**config.mk**
```make
export PLATFORM = sky130hd
export DESIGN_NAME = shared_inv_sbox_array
export DESIGN_NICKNAME = d
export VERILOG_FILES = /design/src/rtl/shared_inv_sbox_array.sv
export SDC_FILE = /design/constraint.sdc
export NUM_CORES = 1
export LEC_CHECK = 0
export ABC_CLOCK_PERIOD_IN_PS = 2500
export CELL_PAD_IN_SITES_DETAIL_PLACEMENT = 0
export CELL_PAD_IN_SITES_GLOBAL_PLACEMENT = 1
export CORE_MARGIN = 5
export CORE_UTILIZATION = 45
export DETAILED_ROUTE_END_ITERATION = 6
export PLACE_DENSITY_LB_ADDON = 0.3
export SYNTH_ARGS = -nofsm -noshare
export SYNTH_HDL_FRONTEND = slang
export SYNTH_HIERARCHICAL = 1
export SYNTH_SLANG_ARGS = --single-unit
```
**constraint.sdc**
```tcl
create_clock -name clk -period 2.5 [get_ports clk]
set_input_delay 0.625 -clock clk [delete_from_list [all_inputs] [get_ports clk]]
set_output_delay 0.625 -clock clk [all_outputs]
set_load 0.02 [all_outputs]
```
**src/rtl/shared_inv_sbox_array.sv**
```systemverilog
// Two-share inverse S-box layer for uBlock decryption: 16 nibble lanes, each
// computing Sinv = G(F(x)) as two registered quadratic stages with guard re-masking.

module inv_sbox_lane (
    input  logic       clk,
    input  logic       rst_n,
    input  logic       en,
    input  logic [3:0] a0,
    input  logic [3:0] a1,
    input  logic [9:0] g1,
    input  logic [9:0] g2,
    output logic [3:0] s1_0,
    output logic [3:0] y0,
    output logic [3:0] y1
);
    logic [3:0] s1_1;

    // Own-share slice of x_i*x_j: summed over both shares gives (p_i^q_i)(p_j^q_j).
    function automatic logic xm(input logic pi, input logic pj, input logic qj);
        return (pi & pj) ^ (pi & qj);
    endfunction

    // F: w3 = 1^x1^x2^x3x0^x1x0, w2 = 1^x0^x2^x1x0, w1 = x0^x1^x3^x3x0, w0 = 1^x0
    function automatic logic [3:0] f_sh(input logic [3:0] p, input logic [3:0] q,
                                        input logic k);
        logic [3:0] r;
        r[3] = k ^ p[1] ^ p[2] ^ xm(p[3], p[0], q[0]) ^ xm(p[1], p[0], q[0]);
        r[2] = k ^ p[0] ^ p[2] ^ xm(p[1], p[0], q[0]);
        r[1] = p[0] ^ p[1] ^ p[3] ^ xm(p[3], p[0], q[0]);
        r[0] = k ^ p[0];
        return r;
    endfunction

    // G: y3 = w3^w2w1, y2 = w2, y1 = w1, y0 = w0^w3w2^w2w1
    function automatic logic [3:0] g_sh(input logic [3:0] p, input logic [3:0] q);
        logic [3:0] r;
        r[3] = p[3] ^ xm(p[2], p[1], q[1]);
        r[2] = p[2];
        r[1] = p[1];
        r[0] = p[0] ^ xm(p[3], p[2], q[2]) ^ xm(p[2], p[1], q[1]);
        return r;
    endfunction

    function automatic logic [3:0] gfold(input logic [9:0] g);
        return g[9:6] ^ g[5:2] ^ {g[1:0], g[1:0]};
    endfunction

    // The same guard word lands in both shares, so the unshared value is untouched.
    always_ff @(posedge clk or negedge rst_n) begin
        if (!rst_n) begin
            s1_0 <= '0;
            s1_1 <= '0;
            y0   <= '0;
            y1   <= '0;
        end else if (en) begin
            s1_0 <= f_sh(a0, a1, 1'b1) ^ gfold(g1);
            s1_1 <= f_sh(a1, a0, 1'b0) ^ gfold(g1);
            y0   <= g_sh(s1_0, s1_1) ^ gfold(g2);
            y1   <= g_sh(s1_1, s1_0) ^ gfold(g2);
        end
    end
endmodule

module shared_inv_sbox_array (
    input  logic        clk,
    input  logic        rst_n,
    input  logic        in_valid,
    output logic        in_ready,
    input  logic [63:0] inv_sbox_array_input0,
    input  logic [63:0] inv_sbox_array_input1,
    output logic        out_valid,
    input  logic        out_ready,
    output logic [63:0] inv_sbox_array_output0,
    output logic [63:0] inv_sbox_array_output1,
    output logic [15:0] blk_cnt
);
    localparam int NUM_LANES = 16;
    localparam int STAGES    = 2;

    logic                        en;
    logic [STAGES:1]             vld_pipe;
    logic [NUM_LANES-1:0][3:0]   in_s0, in_s1, st1_s0, out_s0, out_s1;
    logic [63:0]                 st1_flat;

    assign en        = !out_valid | out_ready;
    assign in_ready  = en;
    assign out_valid = vld_pipe[STAGES];
    assign in_s0     = inv_sbox_array_input0;
    assign in_s1     = inv_sbox_array_input1;
    assign st1_flat  = st1_s0;
    assign inv_sbox_array_output0 = out_s0;
    assign inv_sbox_array_output1 = out_s1;

    always_ff @(posedge clk or negedge rst_n) begin
        if (!rst_n)
            vld_pipe <= '0;
        else if (en)
            vld_pipe <= {vld_pipe[STAGES-1:1], in_valid};
    end

    always_ff @(posedge clk or negedge rst_n) begin
        if (!rst_n)
            blk_cnt <= '0;
        else if (out_valid && out_ready)
            blk_cnt <= blk_cnt + 16'd1;
    end

    // Lane n (nibble bits [4n+3:4n]) guards on share-0 bits [4n+63 : 4n+54] mod 64.
    for (genvar n = 0; n < NUM_LANES; n++) begin : g_lane
        logic [9:0] g1, g2;
        for (genvar k = 0; k < 10; k++) begin : g_grd
            assign g1[k] = inv_sbox_array_input0[(4*n+k+54)%64];
            assign g2[k] = st1_flat[(4*n+k+54)%64];
        end
        inv_sbox_lane u_lane (
            .clk   (clk),
            .rst_n (rst_n),
            .en    (en),
            .a0    (in_s0[n]),
            .a1    (in_s1[n]),
            .g1    (g1),
            .g2    (g2),
            .s1_0  (st1_s0[n]),
            .y0    (out_s0[n]),
            .y1    (out_s1[n])
        );
    end
endmodule

```
==> metrics.md <==
| Metric | Value |
|---|---|
| Status | complete, no violations |
| Final Total Pwr | 32.62 mW |
| Share of flip-flops with an asynchronous set or reset | 100.0% |
| Clock sinks | 274 |
| Yosys reg bits | 274 |
| Post-CTS Setup Repair Bufs | 0 |
| Measured slew at the worst slew-check pin | 0.5900 ns |
| Most frequent cell after synthesis | dfrtp_1 |
| Crit-path leading delay family | buffers and inverters |
| Hold WC Path Type | reg2reg |
| WP depth | 3 |
| Worst setup EP type | output port |
| Unrepaired setup endpoints after global routing | false |
| Vias in the first global route | 15.82k |
| Post-detail-place hpwl | 46,210 µm |
| Pre-CTS setup slack | -0.2498 ns |
| Clock Skew | 0.01935 ns |
| Net Count, Synth | 1,987 |
| DR pass1 iterations | 7 |
| Fmax | 0.4152 GHz |
| Largest net degree at the start of global routing | 64 |
| CTS tree | done |
| Top cell type's share of synthesized area | 32.76% |
| Reg2reg path depth | 6 |
| Routed WL per cell | 19.84 µm |
| Worst-path cell chain | clkdlybuf4s50_1, nand2b_4, dlygate4sd2_1 |
| Peak VDD IR | 0.7989 mV |
| Endpoints failing setup | 0 |
| Critical path data required time | 1.88 ns |
| Chip height | 225.7 µm |
| Arrival time worst endpoint | 1.78 ns |
| Share of cells above drive strength 1 | 18.23% |
| Sequential share of the synthesized area | 32.76% |
| Clock latency on the worst-skew pair | 0.55 ns |
| Layout area overhead | 30.33% |
| Root Driver | clkbuf_16 |
| DRT antenna net count | 0 |
| Syn_area_per_cell | 11.49 µm² |
| Yosys warning total | 6 |
| CTS Buf Count | 36 |
| Minimum clock period | 2.409 ns |
| Nets@finish | 2,473 |
| Die W | 225.7 µm |
| Period utilization | 96.35% |
| GRT Total Usage | 22.69% |
| # DRC | 0 |
| Final setup margin | 0.09134 ns |
| Critical path peak fanout | 4 |
| GRT overflow | 0 |
| CP startpoint kind | input port |
| Cell variety after synth | 35 |
| Post-Route WL | 58,290 µm |
| DRT iter0 DRCs | 828 |
| Drt via density | 5.217 |
| IO Port Bufs | 277 |
| CP max stage delay | 0.54 ns |
| CP Class | in2out |
| Largest cells by area after synthesis | dfrtp_1 (33%), xnor3_1 (15%), xor2_1 (10%) |
| Initial core utilization | 45.24% |
| Slew Limit Fails | 0 |
| Worst hold slack | 0.4553 ns |
| Core area | 46,260 µm² |
| Initial antenna violation count | 3 |
| Slew headroom | 60.67% |
| Post-Synthesis Cell Area | 20,930 µm² |
| Total vias in the final route | 15.33k |
| Top Ports | 278 |
| Placer congestion estimate | 0.8768 |
| Clock slew at reported path FFs | 0.06 ns |
| Static Leak | 13.03 nW |
| First-pass GRT wire length | 90,420 µm |
| Power Density | 1196 nW/µm² |
| # diodes | 0 |
| Row count | 79 |
| Post-synthesis instance total | 1,822 |
| Synth Flop Type | dfrtp_1 |
| Worst Path Buf+Inv | 2 |
| Max H-tree Level | 2 |
| Max-cap viol count | 0 |
| Worst hold stages | 1 |
| Worst-case clock buffer depth | 3 |
| Post-synth top cells | dfrtp_1 (274), xor2_1 (245), xnor2_1 (186) |
| DIE AREA | 50,920 µm² |
| Slowest stage cell, crit path | clkdlybuf4s50_1 |
| Final hold vios | 0 |
| EDFF count, synth | 0 |
| Cell taking the most area after synthesis | dfrtp_1 |
## per-stage QoR
step	utilization (%)	setup TNS [ns]	cell area (µm²)	instances
2_1_floorplan	-	0	20930	1822
4_1_cts	58.96	0	27270	2938
5_1_grt	58.96	0	27270	2938
3_3_place_gp	56.53	-15.22	26150	2876
3_5_place_dp	56.53	-16.96	26150	2876
6_report	58.96	0	27270	2938
## layout make-up
| cell class | count | area [µm²] |
|---|---|---|
| timing repair buffer | 512 | 4706 |
| sequential | 274 | 6857 |
| fill | 3885 | 18980 |
| clock inverter | 9 | 72.57 |
| multi-input combinational | 1435 | 13650 |
| inverter | 49 | 183.9 |
| tap | 607 | 759.5 |
| clock buffer | 52 | 1042 |
## layout by cell type (no fill, tap or decap), types with 6 or more instances in the layout
cell type	count
inv_1	49
o2111ai_1	32
a21oi_1	96
xor2_1	245
nand2_1	165
a21boi_0	32
dfrtp_1	274
nand3b_1	32
clkinv_2	7
clkbuf_8	6
clkbuf_16	37
buf_12	13
clkdlybuf4s50_1	275
ha_1	33
o21ai_0	32
xor3_1	32
clkbuf_1	9
buf_4	221
mux2i_1	16
xnor2_2	16
a21o_1	32
and2_4	16
xnor3_4	16
xnor2_1	186
a2111oi_0	32
mux2_4	16
nor2_1	99
nand3_1	35
mux2_2	66
nor3_1	32
xnor3_1	144
and2_1	17
## worst register-to-register path, cell delays in order (launching register included)
cell and delay (ns):
dfrtp_1 0.44, nand2b_4 0.19, buf_4 0.42, buf_12 0.25, inv_1 0.09, a2111oi_0 0.33
nand3b_1 0.17
## routing by layer
metal	part of all wire (%)	track usage [%]	up-vias	wire length, µm
met5	0.055	0	-	32
met4	2.2	5.564	6	1289
met3	6.3	4.615	81	3658
met2	46	36.05	414	26840
met1	45	32.25	7561	26470
li1	-	-	7265	-
## timing repair
item | 4_1_cts | 5_1_grt
gates resized for setup | 1 | 0
hold endpoints to repair | 36 | 0
endpoints found under the setup margin | 1 | 0
hold buffers | 1 | 0
## cells by family (layout without fill, tap and decap cells)
kind of cell | count (synthesis) | after routing | synth area share [%]
compound gates | 256 | 256 | 8.035
xor+xnor | 639 | 639 | 40.42
fa+ha+maj | 33 | 33 | 1.973
buf+inv | 113 | 622 | 2.027
flops | 274 | 274 | 32.76
mux | 98 | 98 | 5.465
simple gates | 409 | 409 | 9.315
## state kept, by name (all words and copies together) (netlist names)
register / flops
blk_cnt: 16
g_lane.u_lane/s1_0: 64
g_lane.u_lane/s1_1: 64
g_lane.u_lane/y0: 64
g_lane.u_lane/y1: 64
vld_pipe: 2
## where the power goes
part | switching [mW] | total, mW | internal, mW
Combinational | 8.57 | 18.8 | 10.2
Clock | 2.02 | 5.00 | 2.98
Sequential | 2.40 | 8.86 | 6.46
## path summary, 6_finish.rpt
path	start	to	slack, ns
max	out_ready	in_ready	0.09
min	vld_pipe[1]$_DFFE_PN0P_	vld_pipe[2]$_DFFE_PN0P_	0.46
max reg2reg	vld_pipe[2]$_DFFE_PN0P_	g_lane[12].u_lane/y0[0]$_DFFE_PN0P_	0.53
min reg2reg	vld_pipe[1]$_DFFE_PN0P_	vld_pipe[2]$_DFFE_PN0P_	0.46
max in group asynchronous	rst_n	g_lane[5].u_lane/y0[3]$_DFFE_PN0P_	1.20
min in group asynchronous	rst_n	g_lane[13].u_lane/y1[1]$_DFFE_PN0P_	0.58
Note: power is estimated with default switching activity, not from simulation.
